**config.mk**
```make
export PLATFORM = sky130hd
export DESIGN_NAME = multiplier_booth_flat
export DESIGN_NICKNAME = d
export VERILOG_FILES = /design/src/rtl/multdiv_pkg.sv /design/src/rtl/multiplier_booth_if.sv /design/src/rtl/booth_recoder.sv /design/src/rtl/cla.sv /design/src/rtl/multiplier_booth_chk.sv /design/src/rtl/multiplier_booth.sv /design/src/flat_wrapper.sv
export SDC_FILE = /design/constraint.sdc
export NUM_CORES = 1
export LEC_CHECK = 0
export CAP_MARGIN = 40
export CORE_UTILIZATION = 56
export CTS_CLUSTER_DIAMETER = 150
export DETAILED_ROUTE_END_ITERATION = 10
export GPL_ROUTABILITY_DRIVEN = 0
export PLACE_DENSITY = 0.85
export SYNTH_ARGS = -nofsm -noshare
export SYNTH_HDL_FRONTEND = slang
export SYNTH_SLANG_ARGS = --single-unit
export TNS_END_PERCENT = 20
```
**constraint.sdc**
```tcl
create_clock -name clock -period 16.83 [get_ports clock]
set_input_delay 3.366 -clock clock [delete_from_list [all_inputs] [get_ports clock]]
set_output_delay 3.366 -clock clock [all_outputs]
set_load 0.02 [all_outputs]
```
**src/rtl/multdiv_pkg.sv**
```systemverilog
// Shared types and constants for the multiply/divide datapath family:
// controller states, Booth digit encoding and the overflow helper.
package multdiv_pkg;

  localparam int OP_W       = 32;
  localparam int ACC_W      = 34;
  localparam int PROD_W     = 67;
  localparam int MULT_ITERS = 16;

  typedef enum logic [1:0] {
    IDLE = 2'd0,
    BUSY = 2'd1,
    DONE = 2'd2
  } mult_state_e;

  typedef enum logic [2:0] {
    DIG_ZERO = 3'd0,
    DIG_POS1 = 3'd1,
    DIG_POS2 = 3'd2,
    DIG_NEG1 = 3'd3,
    DIG_NEG2 = 3'd4
  } booth_digit_e;

  function automatic booth_digit_e booth_encode(input logic [2:0] sel);
    booth_digit_e digit;
    case (sel)
      3'b000:         digit = DIG_ZERO;
      3'b001, 3'b010: digit = DIG_POS1;
      3'b011:         digit = DIG_POS2;
      3'b100:         digit = DIG_NEG2;
      3'b101, 3'b110: digit = DIG_NEG1;
      3'b111:         digit = DIG_ZERO;
      default:        digit = DIG_ZERO;
    endcase
    return digit;
  endfunction

  // hi carries product bits [63:31]; the product fits in 32 signed bits only if they agree
  function automatic logic prod_overflow(input logic [32:0] hi);
    return !((&hi) || !(|hi));
  endfunction

endpackage

```
**src/rtl/multiplier_booth_if.sv**
```systemverilog
// Operand/result bundle between a requester and the Booth multiplier.
interface multiplier_booth_if;

  logic [31:0] data_operandA;
  logic [31:0] data_operandB;
  logic        ctrl_MULT;
  logic [31:0] data_result;
  logic        data_exception;
  logic        data_resultRDY;

  modport master (
    output data_operandA, data_operandB, ctrl_MULT,
    input  data_result, data_exception, data_resultRDY
  );

  modport slave (
    input  data_operandA, data_operandB, ctrl_MULT,
    output data_result, data_exception, data_resultRDY
  );

endinterface

```
**src/rtl/booth_recoder.sv**
```systemverilog
// Radix-4 Booth recoder: three overlapping multiplier bits select a
// 34-bit signed addend from {0, +-M, +-2M}.
module booth_recoder
  import multdiv_pkg::*;
(
  input  logic [2:0]  sel,
  input  logic [31:0] mcand,
  output logic [33:0] addend
);

  logic [33:0]  m1_s;
  logic [33:0]  m2_s;
  booth_digit_e digit_s;

  assign m1_s = {{2{mcand[31]}}, mcand};
  assign m2_s = {mcand[31], mcand, 1'b0};

  // Digit to addend; 34 bits leave headroom for -2 * (-2^31).
  always_comb begin
    digit_s = booth_encode(sel);
    addend  = 34'd0;
    case (digit_s)
      DIG_ZERO: addend = 34'd0;
      DIG_POS1: addend = m1_s;
      DIG_POS2: addend = m2_s;
      DIG_NEG1: addend = 34'd0 - m1_s;
      DIG_NEG2: addend = 34'd0 - m2_s;
      default:  addend = 34'd0;
    endcase
  end

endmodule

```
**src/rtl/cla.sv**
```systemverilog
// Carry-lookahead adder: 4-bit groups, every carry in a group derived
// directly from the group's incoming carry.
module cla #(
  parameter int WIDTH = 34
) (
  input  logic [WIDTH-1:0] a,
  input  logic [WIDTH-1:0] b,
  input  logic             cin,
  output logic [WIDTH-1:0] sum
);

  localparam int GW = 4;

  logic [WIDTH-1:0] g_s;
  logic [WIDTH-1:0] p_s;
  logic [WIDTH-1:0] c_s;
  logic             la_s;

  assign g_s = a & b;
  assign p_s = a ^ b;

  // Expand the generate/propagate chain from each group base carry.
  always_comb begin
    c_s    = {WIDTH{1'b0}};
    la_s   = 1'b0;
    c_s[0] = cin;
    for (int base = 0; base < WIDTH; base += GW) begin
      for (int k = 1; (k <= GW) && (base + k < WIDTH); k++) begin
        la_s = c_s[base];
        for (int j = base; j < base + k; j++) begin
          la_s = g_s[j] | (p_s[j] & la_s);
        end
        c_s[base + k] = la_s;
      end
    end
  end

  assign sum = p_s ^ c_s;

endmodule

```
**src/rtl/multiplier_booth_chk.sv**
```systemverilog
// Structural invariants of the Booth multiplier controller.
module multiplier_booth_chk
  import multdiv_pkg::*;
(
  input logic        clock,
  input logic        reset,
  input mult_state_e state,
  input logic [4:0]  cnt,
  input logic        rdy
);

  a_rdy_only_done: assert property (@(posedge clock) disable iff (reset)
    rdy == (state == DONE));

  a_cnt_bounded: assert property (@(posedge clock) disable iff (reset)
    cnt <= 5'(MULT_ITERS));

  a_state_legal: assert property (@(posedge clock) disable iff (reset)
    (state == IDLE) || (state == BUSY) || (state == DONE));

endmodule

```
**src/rtl/multiplier_booth.sv**
```systemverilog
// Signed 32x32 multiplier, radix-4 Booth, 16 iterations; reports the low
// word of the product plus a 32-bit signed overflow flag.
module multiplier_booth
  import multdiv_pkg::*;
(
  input logic               clock,
  input logic               reset,
  multiplier_booth_if.slave bus
);

  mult_state_e       state_r;
  mult_state_e       state_s;
  logic [4:0]        cnt_r;
  logic [4:0]        cnt_s;
  logic [OP_W-1:0]   mcand_r;
  logic [OP_W-1:0]   mcand_s;
  logic [PROD_W-1:0] prod_r;
  logic [PROD_W-1:0] prod_s;
  logic [ACC_W-1:0]  addend_s;
  logic [ACC_W-1:0]  acc_s;
  logic [PROD_W-1:0] sum_s;
  logic [31:0]       result_r;
  logic              exception_r;
  logic              rdy_r;

  booth_recoder u_recoder (
    .sel    (prod_r[2:0]),
    .mcand  (mcand_r),
    .addend (addend_s)
  );

  cla #(.WIDTH(ACC_W)) u_acc (
    .a   (prod_r[PROD_W-1:PROD_W-ACC_W]),
    .b   (addend_s),
    .cin (1'b0),
    .sum (acc_s)
  );

  assign sum_s = {acc_s, prod_r[PROD_W-ACC_W-1:0]};

  // Next state and datapath; a start request overrides whatever is running.
  always_comb begin
    state_s = state_r;
    cnt_s   = cnt_r;
    mcand_s = mcand_r;
    prod_s  = prod_r;
    if (bus.ctrl_MULT) begin
      state_s = BUSY;
      cnt_s   = 5'd0;
      mcand_s = bus.data_operandA;
      prod_s  = {34'd0, bus.data_operandB, 1'b0};
    end else begin
      case (state_r)
        IDLE: state_s = IDLE;
        BUSY: begin
          prod_s = $signed(sum_s) >>> 2'd2;
          cnt_s  = cnt_r + 5'd1;
          if (cnt_r == 5'(MULT_ITERS - 1)) begin
            state_s = DONE;
          end else begin
            state_s = BUSY;
          end
        end
        DONE:    state_s = IDLE;
        default: state_s = IDLE;
      endcase
    end
  end

  // Controller and datapath registers.
  always_ff @(posedge clock) begin
    if (reset) begin
      state_r <= IDLE;
      cnt_r   <= 5'd0;
      mcand_r <= 32'd0;
      prod_r  <= {PROD_W{1'b0}};
    end else begin
      state_r <= state_s;
      cnt_r   <= cnt_s;
      mcand_r <= mcand_s;
      prod_r  <= prod_s;
    end
  end

  // Output registers track the next product so they line up with DONE.
  always_ff @(posedge clock) begin
    if (reset) begin
      result_r    <= 32'd0;
      exception_r <= 1'b0;
      rdy_r       <= 1'b0;
    end else begin
      result_r    <= prod_s[32:1];
      exception_r <= prod_overflow(prod_s[64:32]);
      rdy_r       <= (state_s == DONE);
    end
  end

  assign bus.data_result    = result_r;
  assign bus.data_exception = exception_r;
  assign bus.data_resultRDY = rdy_r;

  multiplier_booth_chk u_chk (
    .clock (clock),
    .reset (reset),
    .state (state_r),
    .cnt   (cnt_r),
    .rdy   (rdy_r)
  );

endmodule

```
**src/flat_wrapper.sv**
```systemverilog
// flat-port wrapper written by rule: the top's interface ports become plain ports
module multiplier_booth_flat import multdiv_pkg::*;
  (clock, reset, bus_data_operandA, bus_data_operandB, bus_ctrl_MULT, bus_data_result, bus_data_exception, bus_data_resultRDY);
  multiplier_booth_if bus_i ();
  input logic clock;
  input logic reset;
  input wire logic [$bits(bus_i.data_operandA)-1:0] bus_data_operandA;
  input wire logic [$bits(bus_i.data_operandB)-1:0] bus_data_operandB;
  input wire logic [$bits(bus_i.ctrl_MULT)-1:0] bus_ctrl_MULT;
  output wire logic [$bits(bus_i.data_result)-1:0] bus_data_result;
  output wire logic [$bits(bus_i.data_exception)-1:0] bus_data_exception;
  output wire logic [$bits(bus_i.data_resultRDY)-1:0] bus_data_resultRDY;
  assign bus_i.data_operandA = bus_data_operandA;
  assign bus_i.data_operandB = bus_data_operandB;
  assign bus_i.ctrl_MULT = bus_ctrl_MULT;
  assign bus_data_result = bus_i.data_result;
  assign bus_data_exception = bus_i.data_exception;
  assign bus_data_resultRDY = bus_i.data_resultRDY;
  multiplier_booth u_core (.clock(clock), .reset(reset), .bus(bus_i));
endmodule
```
==> summary.md, run 1 <==
| Metric | Value |
|---|---|
| Setup Skew | `6.47 ps` |
| DP Wirelength | `13.1 mm` |
| Largest net degree at the start of global routing | `74` |
| Buffers on Ports | `100` |
| Via count | `6742` |
| Net Count, Synth | `1026` |
| Yosys reg bits | `107` |
| GRT Total Usage | `29.6%` |
| M1 wire length | `7.85 mm` |
| Row count | `40` |
| Crit path DAT | `16200 ps` |
| Worst hold path type | `reg -> reg` |
| Area occupied by multi-input gates | `0.00437 mm2` |
| Die Span Y | `114 um` |
| Cell Pwr Density | `78.8 mW/mm2` |
| Yosys cell types | `64` |
| Top_reg_cell synth | `dfxtp_1` |
| IO Pins | `101` |
| Slew @ Worst Pin | `972 ps` |
| RSZ-0062 raised after global routing | `no` |
| Nets@finish | `1038` |
| Met3 WL | `1.48 mm` |
| Setup crit start kind | `register` |
| Core area | `0.0122 mm2` |
| CTS HTree Levels | `3` |
| Final Max Slew Viols | `0` |
| Worst hold endpoint | `u_core.cnt_r[1]$_SDFFE_PP0P_` |
| Top delay family on crit path | `adder cells` |
| Top layer in use | `met4` |
| WS Path Type | `reg -> reg` |
| Clk sinks | `107` |
| R2R Setup Slk | `850 ps` |
| Vias per inst | `6.10` |
| Met2 WL post-DR | `8.67 mm` |
| Total negative setup slack | `0 ps` |
| Synth warnings | `0` |
| Avg Cell Area, Syn | `7.70 um2` |
| Cell mode on critical path | `fa_1` |
| Iteration count of the initial detailed-routing pass | `5` |
| Final period util | `95.0%` |
| CTS tree | `built` |
| CTS Hold Bufs | `0` |
| Lkg Pwr | `3.11 nW` |
| Vias in the first global route | `6121` |
| CP startpoint | `u_core.prod_r[1]$_SDFFE_PP0P_` |
| Worst path max stage delay | `540 ps` |
| Critical-path top delay cell | `fa_1` |
| Most frequent cells in the layout | `nand2_1, a21oi_1, dfxtp_1` |
| CP Capture Type | `register` |
| Worst vdd rail ir drop | `0.0705 mV` |
| Crit path time final | `15980 ps` |
| Buf+Inv Stages, Crit Path | `3` |
| CP Max Fanout | `13` |
| Final Instance Count excl. Fillers | `1105` |
| Layout Utilization | `67.2%` |
| Clk root buf | `clkbuf_16` |
| P&R area growth vs syn | `15.4%` |
| Clk buf depth | `2` |
| Antenna cell count | `0` |
| Max Cap Viol | `0` |
| Wirelength per Cell | `16.8 um` |
| Setup-failing EPs final | `0` |
| Placed Cells | `1089` |
| Initial Util | `58.3%` |
| Hold_ws | `477 ps` |
| Commonest non-fill, non-tap cell in the layout | `nand2_1` |
| Global-route wire length before repair | `30.8 mm` |
| Inserted Clock Buffers | `9` |
| Number of synthesized flops with an enable pin | `0` |
| DRC violation total after the first TritonRoute iteration | `834` |
| Tot Pwr | `0.644 mW` |
| Antenna Nets Post-Route | `0` |
| Mapped Area | `0.00708 mm2` |
| Endpoints failing hold | `0` |
| Clk slew on worst S/H paths | `70 ps` |
| Max Fclk | `62.6 MHz` |
| Post-CTS Resized | `0` |
| Die Wd | `114 um` |
| Reg-to-Reg End | `u_core.bus.data_exception$_SDFF_PP0_` |
| Status | `finished clean` |
| Slew HR | `34.4%` |
| FFs w/ async S/R, synth | `0%` |
| Hold path depth | `2` |
| Sequential standard cell area | `0.00214 mm2` |
| Share of layout cells above drive strength 1 | `4.38%` |
| Worst-Skew Late Latency | `370 ps` |
| Hold path start | `u_core.cnt_r[1]$_SDFFE_PP0P_` |
| R2r startpoint | `u_core.prod_r[1]$_SDFFE_PP0P_` |
| Setup Buffers After CTS | `0` |
| Gate Count Post-Synth | `920` |
| Remaining DRCs | `0` |
| Number of fill cells | `1006` |
| Grt ovf | `0` |
| Die area | `0.0131 mm2` |
| Initial antenna violation count | `0` |
| DRT Wirelength | `18.5 mm` |
| Worst reg-to-reg path cell count | `45` |
| Worst Path Required | `17050 ps` |
| Sequential fraction of the synthesis area | `30.2%` |
[sequential cells by signal, indices dropped and copies added, names as in the netlist]
register / flops
u_core.bus.data_exception: 1
u_core.bus.data_resultRDY: 1
u_core.cnt_r: 5
u_core.mcand_r: 32
u_core.prod_r: 66
u_core.state_r: 2
[tightest hold or removal path, cell delays in order (launching register included)]
cell	delay, ps
dfxtp_1	320
nand2_1	60
a21oi_1	50
[cell usage after synthesis, drive strengths merged, types with 11 or more instances]
library cell,instances,area (um2)
nand2,159,597
a21oi,108,541
dfxtp,107,2140
nor2,100,375
clkbuf,68,255
o21ai,43,215
buf,41,284
mux2i,33,330
fa,32,641
nand4,20,125
nor3,19,100
nor4,18,134
inv,12,45.0
or4,12,90.1
or3,11,68.8
[cell type report]
type | instances | share of cell area, %
Multi-Input combinational cell | 692 | 53.5
Sequential cell | 107 | 26.2
Timing Repair Buffer | 110 | 13.3
Clock buffer | 9 | 2.76
Tap cell | 168 | 2.57
Clock inverter | 7 | 1.09
Inverter | 12 | 0.551
[how the worst max path moves through the flow]
stage	end	cells past startpoint	slack, ps
6_report	u_core.bus.data_exception$_SDFF_PP0_	45	850
5_1_grt	u_core.bus.data_exception$_SDFF_PP0_	47	230
4_1_cts	u_core.bus.data_exception$_SDFF_PP0_	45	1000
3_5_place_dp	u_core.bus.data_exception$_SDFF_PP0_	45	1060
3_3_place_gp	u_core.bus.data_exception$_SDFF_PP0_	45	1370
2_1_floorplan	u_core.bus.data_exception$_SDFF_PP0_	48	1470
[layer usage]
metal | vias to the layer above | global-route usage (%)
li1 | 3232 | -
met3 | 55 | 6.88
met1 | 3139 | 39.7
met4 | 0 | 11.3
met5 | - | 0
met2 | 316 | 46.5
[power by group]
part / total, mW / internal, mW / switching [mW]
sequential: 0.281 / 0.264 / 0.0164
combinational: 0.140 / 0.0605 / 0.0798
clock: 0.223 / 0.118 / 0.105
[per-stage QoR]
step	setup WS (ps)	instance area (um2)
finish	847	8170
global route	225	8170
CTS	1000	8170
detailed placement	1060	7860
global placement	1370	7830
floorplan	1470	7080
[cells by family after synthesis]
kind of cell             after synthesis  synth area share, %
AO/OA/AOI/OAI                        221                 18.9
XOR/XNOR                              19                 2.35
adder cells (fa/ha/maj)               39                 10.3
buffers and inverters                121                 8.25
flip-flops                           107                 30.2
AND/OR/NAND/NOR                      380                 25.3
multiplexers                          33                 4.66
No activity file was read; power rests on OpenSTA's default activity.
==> run 2, diff against run 1 <==
CTS_CLUSTER_SIZE = 12   (was unset)
==> results of run 2 <==
No change in the layout: final DEF, timing and power equal those of run 1.
==> run 3, diff against run 2 <==
CTS_CLUSTER_DIAMETER = unset   (was 150)
==> results of run 3 <==
No change in the layout: final DEF, timing and power equal those of run 1.
